===== config.mk =====
export PLATFORM = sky130hd
export DESIGN_NAME = request_scheduler
export DESIGN_NICKNAME = d
export VERILOG_FILES = /design/src/rtl/elevator_pkg.sv /design/src/rtl/button_conditioner.sv /design/src/rtl/request_scheduler.sv
export SDC_FILE = /design/constraint.sdc
export NUM_CORES = 1
export LEC_CHECK = 0
export CAP_MARGIN = 20
export CELL_PAD_IN_SITES_DETAIL_PLACEMENT = 1
export CELL_PAD_IN_SITES_GLOBAL_PLACEMENT = 2
export CORE_MARGIN = 2
export CORE_UTILIZATION = 35
export CTS_BUF_LIST = sky130_fd_sc_hd__clkbuf_16
export DETAILED_ROUTE_END_ITERATION = 10
export PLACE_DENSITY_LB_ADDON = 0.1
export SYNTH_ARGS = -nofsm -noshare
export SYNTH_HDL_FRONTEND = slang
export SYNTH_SLANG_ARGS = --single-unit

===== constraint.sdc =====
create_clock -name clk -period 2.3 [get_ports clk]
set_input_delay 0.46 -clock clk [delete_from_list [all_inputs] [get_ports clk]]
set_output_delay 0.46 -clock clk [all_outputs]
set_load 0.1 [all_outputs]

===== src/rtl/elevator_pkg.sv =====
// Shared elevator types: floor labels, scheduler states and SCAN helper functions.
package elevator_pkg;

  localparam int NUM_FLOORS = 3;

  localparam logic [1:0] F1 = 2'b00;
  localparam logic [1:0] F2 = 2'b01;
  localparam logic [1:0] F3 = 2'b10;

  typedef enum logic [1:0] {IDLE, UP, DOWN, SERVE} sched_state_t;

  function automatic logic [2:0] above_mask(input logic [1:0] cur);
    case (cur)
      F1:      return 3'b110;
      F2:      return 3'b100;
      default: return 3'b000;
    endcase
  endfunction

  function automatic logic [2:0] below_mask(input logic [1:0] cur);
    case (cur)
      F3:      return 3'b011;
      F2:      return 3'b001;
      default: return 3'b000;
    endcase
  endfunction

  // Only the middle floor can sit between cur and the far end.
  function automatic logic [1:0] lowest_above(input logic mid_pending, input logic [1:0] cur);
    return (cur == F1 && mid_pending) ? F2 : F3;
  endfunction

  function automatic logic [1:0] highest_below(input logic mid_pending, input logic [1:0] cur);
    return (cur == F3 && mid_pending) ? F2 : F1;
  endfunction

endpackage


===== src/rtl/button_conditioner.sv =====
// Raw button to single-cycle press pulse: 2-flop synchronizer, optional debounce
// (REQUEST_SCHED_DEBOUNCE_EN), then a registered rising-edge detector.
module button_conditioner #(
  parameter int DEBOUNCE_CYCLES = 4
) (
  input  logic clk,
  input  logic button_reset_n,
  input  logic button_raw,
  output logic press
);

`ifdef REQUEST_SCHED_DEBOUNCE_EN
  localparam bit DB_EN = 1'b1;
`else
  localparam bit DB_EN = 1'b0;
`endif

  logic sync1_reg;
  logic sync2_reg;
  logic level;
  logic level_d_reg;
  logic press_reg;

  always_ff @(posedge clk or negedge button_reset_n) begin
    if (!button_reset_n) begin
      sync1_reg   <= 1'b0;
      sync2_reg   <= 1'b0;
      level_d_reg <= 1'b0;
      press_reg   <= 1'b0;
    end else begin
      sync1_reg   <= button_raw;
      sync2_reg   <= sync1_reg;
      level_d_reg <= level;
      press_reg   <= level & ~level_d_reg;
    end
  end

  generate
    if (DB_EN && DEBOUNCE_CYCLES > 0) begin : g_debounce
      localparam int CNT_W = (DEBOUNCE_CYCLES > 1) ? $clog2(DEBOUNCE_CYCLES) : 1;
      logic [CNT_W-1:0] cnt_reg;
      logic             level_reg;

      // Level flips only after DEBOUNCE_CYCLES consecutive disagreeing samples.
      always_ff @(posedge clk or negedge button_reset_n) begin
        if (!button_reset_n) begin
          cnt_reg   <= '0;
          level_reg <= 1'b0;
        end else if (sync2_reg == level_reg) begin
          cnt_reg <= '0;
        end else if (cnt_reg == CNT_W'(DEBOUNCE_CYCLES - 1)) begin
          cnt_reg   <= '0;
          level_reg <= sync2_reg;
        end else begin
          cnt_reg <= cnt_reg + CNT_W'(1);
        end
      end

      assign level = level_reg;
    end else begin : g_pass
      assign level = sync2_reg;
    end
  endgenerate

  assign press = press_reg;

endmodule


===== src/rtl/request_scheduler.sv =====
// Elevator request stage: latches floor calls and picks the next goal with a SCAN policy.
// Optional button debounce is compiled in with REQUEST_SCHED_DEBOUNCE_EN.
module request_scheduler
  import elevator_pkg::*;
#(
  parameter int DEBOUNCE_CYCLES = 4,
  parameter int DWELL_TIMEOUT   = 16
) (
  input  logic       clk,
  input  logic       button_reset_n,
  input  logic       button1,
  input  logic       button2,
  input  logic       button3,
  input  logic       floor1,
  input  logic       floor2,
  input  logic       floor3,
  input  logic       moving,
  input  logic       door,
  input  logic       sos_mode,
  input  logic       weight_limit_exceeded,
  output logic       led1,
  output logic       led2,
  output logic       led3,
  output logic [1:0] goal_floor,
  output logic       direction
);

  localparam int TMR_W = $clog2(DWELL_TIMEOUT + 1);

  logic [2:0]       raw_buttons;
  logic [2:0]       press;
  logic [2:0]       floor_vec;
  logic             floor_valid;
  logic [1:0]       floor_idx;
  logic [2:0]       cur_mask;
  logic             at_cur;
  logic             any_above;
  logic             any_below;
  logic [2:0]       accept;

  sched_state_t     state_reg;
  logic [2:0]       pending_reg;
  logic [1:0]       cur_reg;
  logic [1:0]       goal_floor_reg;
  logic             direction_reg;
  logic [TMR_W-1:0] timer_reg;
  logic             door_seen_reg;

  assign raw_buttons = {button3, button2, button1};
  assign floor_vec   = {floor3, floor2, floor1};

  genvar gi;
  generate
    for (gi = 0; gi < NUM_FLOORS; gi++) begin : g_btn
      button_conditioner #(.DEBOUNCE_CYCLES(DEBOUNCE_CYCLES)) u_cond (
        .clk            (clk),
        .button_reset_n (button_reset_n),
        .button_raw     (raw_buttons[gi]),
        .press          (press[gi])
      );
    end
  endgenerate

  always_comb begin
    floor_valid = 1'b0;
    floor_idx   = F1;
    case (floor_vec)
      3'b001:  begin floor_valid = 1'b1; floor_idx = F1; end
      3'b010:  begin floor_valid = 1'b1; floor_idx = F2; end
      3'b100:  begin floor_valid = 1'b1; floor_idx = F3; end
      default: begin floor_valid = 1'b0; floor_idx = F1; end
    endcase
  end

  assign cur_mask  = 3'b001 << cur_reg;
  assign at_cur    = |(pending_reg & cur_mask);
  assign any_above = |(pending_reg & above_mask(cur_reg));
  assign any_below = |(pending_reg & below_mask(cur_reg));

  // A call for the floor being served (or with the door open) is already satisfied.
  always_comb begin
    accept = press;
    if (sos_mode)
      accept = 3'b000;
    else if (state_reg == SERVE || door)
      accept = press & ~cur_mask;
  end

  always_ff @(posedge clk or negedge button_reset_n) begin
    if (!button_reset_n) begin
      state_reg      <= IDLE;
      pending_reg    <= 3'b000;
      cur_reg        <= F1;
      goal_floor_reg <= F1;
      direction_reg  <= 1'b0;
      timer_reg      <= '0;
      door_seen_reg  <= 1'b0;
    end else begin
      if (floor_valid)
        cur_reg <= floor_idx;

      if (sos_mode) begin
        state_reg      <= IDLE;
        pending_reg    <= 3'b000;
        goal_floor_reg <= cur_reg;
        direction_reg  <= 1'b0;
        timer_reg      <= '0;
        door_seen_reg  <= 1'b0;
      end else if (weight_limit_exceeded) begin
        pending_reg    <= pending_reg | accept;
        goal_floor_reg <= cur_reg;
      end else begin
        pending_reg <= pending_reg | accept;
        case (state_reg)
          IDLE, UP, DOWN: begin
            if (!(|pending_reg)) begin
              state_reg      <= IDLE;
              goal_floor_reg <= cur_reg;
              direction_reg  <= 1'b0;
            end else if (at_cur && !moving) begin
              state_reg      <= SERVE;
              goal_floor_reg <= cur_reg;
              direction_reg  <= 1'b0;
              timer_reg      <= '0;
              door_seen_reg  <= 1'b0;
            end else if (any_above && (state_reg != DOWN || !any_below)) begin
              state_reg      <= UP;
              goal_floor_reg <= lowest_above(pending_reg[1], cur_reg);
              direction_reg  <= 1'b1;
            end else if (any_below) begin
              state_reg      <= DOWN;
              goal_floor_reg <= highest_below(pending_reg[1], cur_reg);
              direction_reg  <= 1'b0;
            end else begin
              // Only the current floor is pending while the cabin still moves.
              state_reg      <= IDLE;
              goal_floor_reg <= cur_reg;
              direction_reg  <= 1'b0;
            end
          end
          SERVE: begin
            goal_floor_reg <= cur_reg;
            direction_reg  <= 1'b0;
            if (door && !door_seen_reg) begin
              door_seen_reg <= 1'b1;
              pending_reg   <= (pending_reg | accept) & ~cur_mask;
            end else if (!door && door_seen_reg) begin
              state_reg <= IDLE;
            end else if (!door_seen_reg && timer_reg == TMR_W'(DWELL_TIMEOUT - 1)) begin
              pending_reg <= (pending_reg | accept) & ~cur_mask;
              state_reg   <= IDLE;
            end else if (!door_seen_reg) begin
              timer_reg <= timer_reg + TMR_W'(1);
            end
          end
          default: state_reg <= IDLE;
        endcase
      end
    end
  end

  assign led1       = pending_reg[0];
  assign led2       = pending_reg[1];
  assign led3       = pending_reg[2];
  assign goal_floor = goal_floor_reg;
  assign direction  = direction_reg;

endmodule


==> reports/metrics.cfg <==
[logic_synthesis]
ys_seq_area_frac = 0.5200
synth.most_common_cell = dfrtp_1
syn_area_per_cell_um2 = 10.96
synth_commonest_cells = dfrtp_1 (28), o21ai_0 (13), nand2_1 (9), a21oi_1 (8), ha_1 (7)
synth_warnings = 0
syn_nets = 142
syn_inst = 123
ys_seq_elements = 28
synth-async-reset-ratio = 1.000
synth_area_leader_cell = dfrtp_1
synth_flop_cell = dfrtp_1
synth.distinct_cells = 38
synth.top_cell.area_share = 0.5200
syn_area_um2 = 1348
synthTopCellsByArea = dfrtp_1 (52%), ha_1 (6.5%), o21ai_0 (4.8%)
synth_edf_count = 0

[worst_setup_path]
crit_slowest_cell = or4_4
critical_path_peak_fanout = 3
worstPathCellList = ha_1, and3_1, ha_1, or3_4, or4_4, o22ai_2
critPathTopFamily = simple AND/OR/NAND/NOR gates
crit_buf_inv = 0
cp_data_arrival_time_ns = 2.31
startpoint_type = flop
worstPathRequired_ns = 2.50
crit_start = timer_reg[0]
cp_slowest_stage_delay_ns = 0.45
end_kind = flop
path_common_cell = ha_1
r2r_start = timer_reg[0]
crit_type = flop to flop

[clocking]
cts_tree = yes
h-tree-depth = 1
clock_latency_ns = 0.27
cts-root-buf = clkbuf_16
clkTransAtPathRegs_ns = 0.07
cts-buffers-inserted = 3
clk_path_buf_depth = 2
clock_sinks = 28
cts_hold_buf = 0
cts_setup_buffers = 0

[status]
status = completed

[cells_and_area]
fin_area_um2 = 1673
largest_reg_flops = 5
syn_to_final_growth_pct = 24.14
nets = 163
fillCellCount = 419
regArea_um2 = 700.7
diodes = 0
drive_above_1_share = 0.1399
multiInputGateArea_um2 = 606.8

[routing]
routed_wirelength_um = 2944
route.detailed.drc = 0
wl_met1_um = 1296
dr.max_layer_used = met4
firstDrtPassIters = 4
wl_met3_um = 104
wire_per_inst_um = 15.41
ant_nets = 0
drt_first_iter_violations = 31
met2_length_um = 1470
drt-vias-per-instance = 5.188
vias = 991

[timing]
whs_ns = 0.3518
skew_ns = 0.002530
tightest_slew_ns = 0.5963
slew_headroom = 0.5988
finalSetupViolCount = 0
fin_ws_ns = 0.1831
rsz0062_at_grt = no
hold_viol = 0
period_needed_ns = 2.117
max_freq_mhz = 472.4
maxSlewViolCount = 0
setup-tns-final_ns = 0
fin_crit_sh = 0.9204

[place]
dp.final_hpwl_um = 2127
dp_worst_setup_slack_ns = 0.1630
io_buffers = 17
gp_congestion = 0.7736
dpl_cell_area_um2 = 1562

[power]
total_power_mw = 1.341
peakVddDrop_mv = 0.3115
power_leakage_nw = 0.7161
p_per_area_nw_per_um2 = 801.7

[global_route]
overflow = 0
grt_util_all_layers = 0.1590
grt_max_degree = 29
grt_pass1_vias = 1095
grt_pass1_wl_um = 5195
antenna_found_initial = 0

[hold_path]
hold_start = g_btn[0].u_cond.sync1_reg
hold_path_class = flop to flop

[floorplanning]
start_util = 0.3653
io_pins = 18
dieHeight_um = 66.05
die_area_um2 = 4363
core_area_um2 = 3689
die_w_um = 66.05
num_rows = 22

[run]
drv_cap = 0

[what timing repair did]
item                                   4_1_cts  5_1_grt
resized for setup                            0        1
endpoints found under the hold margin        0        0
setup endpoints to repair                    0        2
[final cells by class]
class / count / share of cell area
clock inverter: 1 / 0.01795
timing repair buffer: 20 / 0.1062
tap: 48 / 0.03590
clock buffer: 3 / 0.04488
sequential: 28 / 0.4188
inverter: 6 / 0.01346
multi-input combinational: 85 / 0.3628
[cells by family (layout without fill, tap and decap cells)]
group,after synthesis,count (layout),share of synthesized area
DFF,28,28,0.5200
buffers and inverters,10,30,0.03435
AOI/OAI and AO/OA,38,38,0.1959
muxes,3,3,0.02321
adders and majority gates,7,7,0.06499
xor gates and xnor gates,1,1,0.006501
and+or+nand+nor,36,36,0.1551
[per-layer routing]
layer / vias up / track usage
li1: 482 / -
met1: 480 / 0.1903
met2: 22 / 0.2689
met3: 7 / 0.03407
met4: 0 / 0.07908
met5: - / 0
[stage by stage]
step           std cells  utilization
2_1_floorplan        123            -
3_3_place_gp         187       0.4233
3_5_place_dp         187       0.4233
4_1_cts              191       0.4518
5_1_grt              191       0.4535
6_report             191       0.4535
[power by group]
group	switching (mW)	total (mW)	internal [mW]
clock	0.182	0.529	0.347
combinational	0.182	0.272	0.0899
sequential	0.0199	0.540	0.521
total	0.383	1.34	0.958
[worst paths after layout]
path	to	cells past startpoint	slack [ns]
worst max-delay path	timer_reg[4]	6	0.18
worst max register to register	timer_reg[4]	6	0.18
worst min-delay path	g_btn[0].u_cond.level	0	0.35
min in group asynchronous	goal_floor[0]	2	0.56
worst min register to register	g_btn[0].u_cond.level	0	0.35
max in group asynchronous	timer_reg[2]	2	1.47
[cell usage in the layout (no fill, tap or decap), types with 2 or more instances in the layout]
cell / Yosys / layout
a211oi_1: 3 / 3
ha_1: 7 / 7
mux2i_1: 2 / 2
clkdlybuf4s50_1: 0 / 11
nand2_1: 9 / 9
inv_1: 6 / 6
a21oi_1: 8 / 8
nor2b_1: 4 / 4
clkbuf_16: 0 / 3
nand2b_1: 2 / 2
dfrtp_1: 28 / 28
and2_1: 2 / 2
buf_4: 0 / 9
o21ai_0: 13 / 13
a22oi_1: 2 / 2
a22o_1: 3 / 3
nor2_1: 6 / 6
nand3_1: 3 / 3
(Power assumes the default switching activity.)
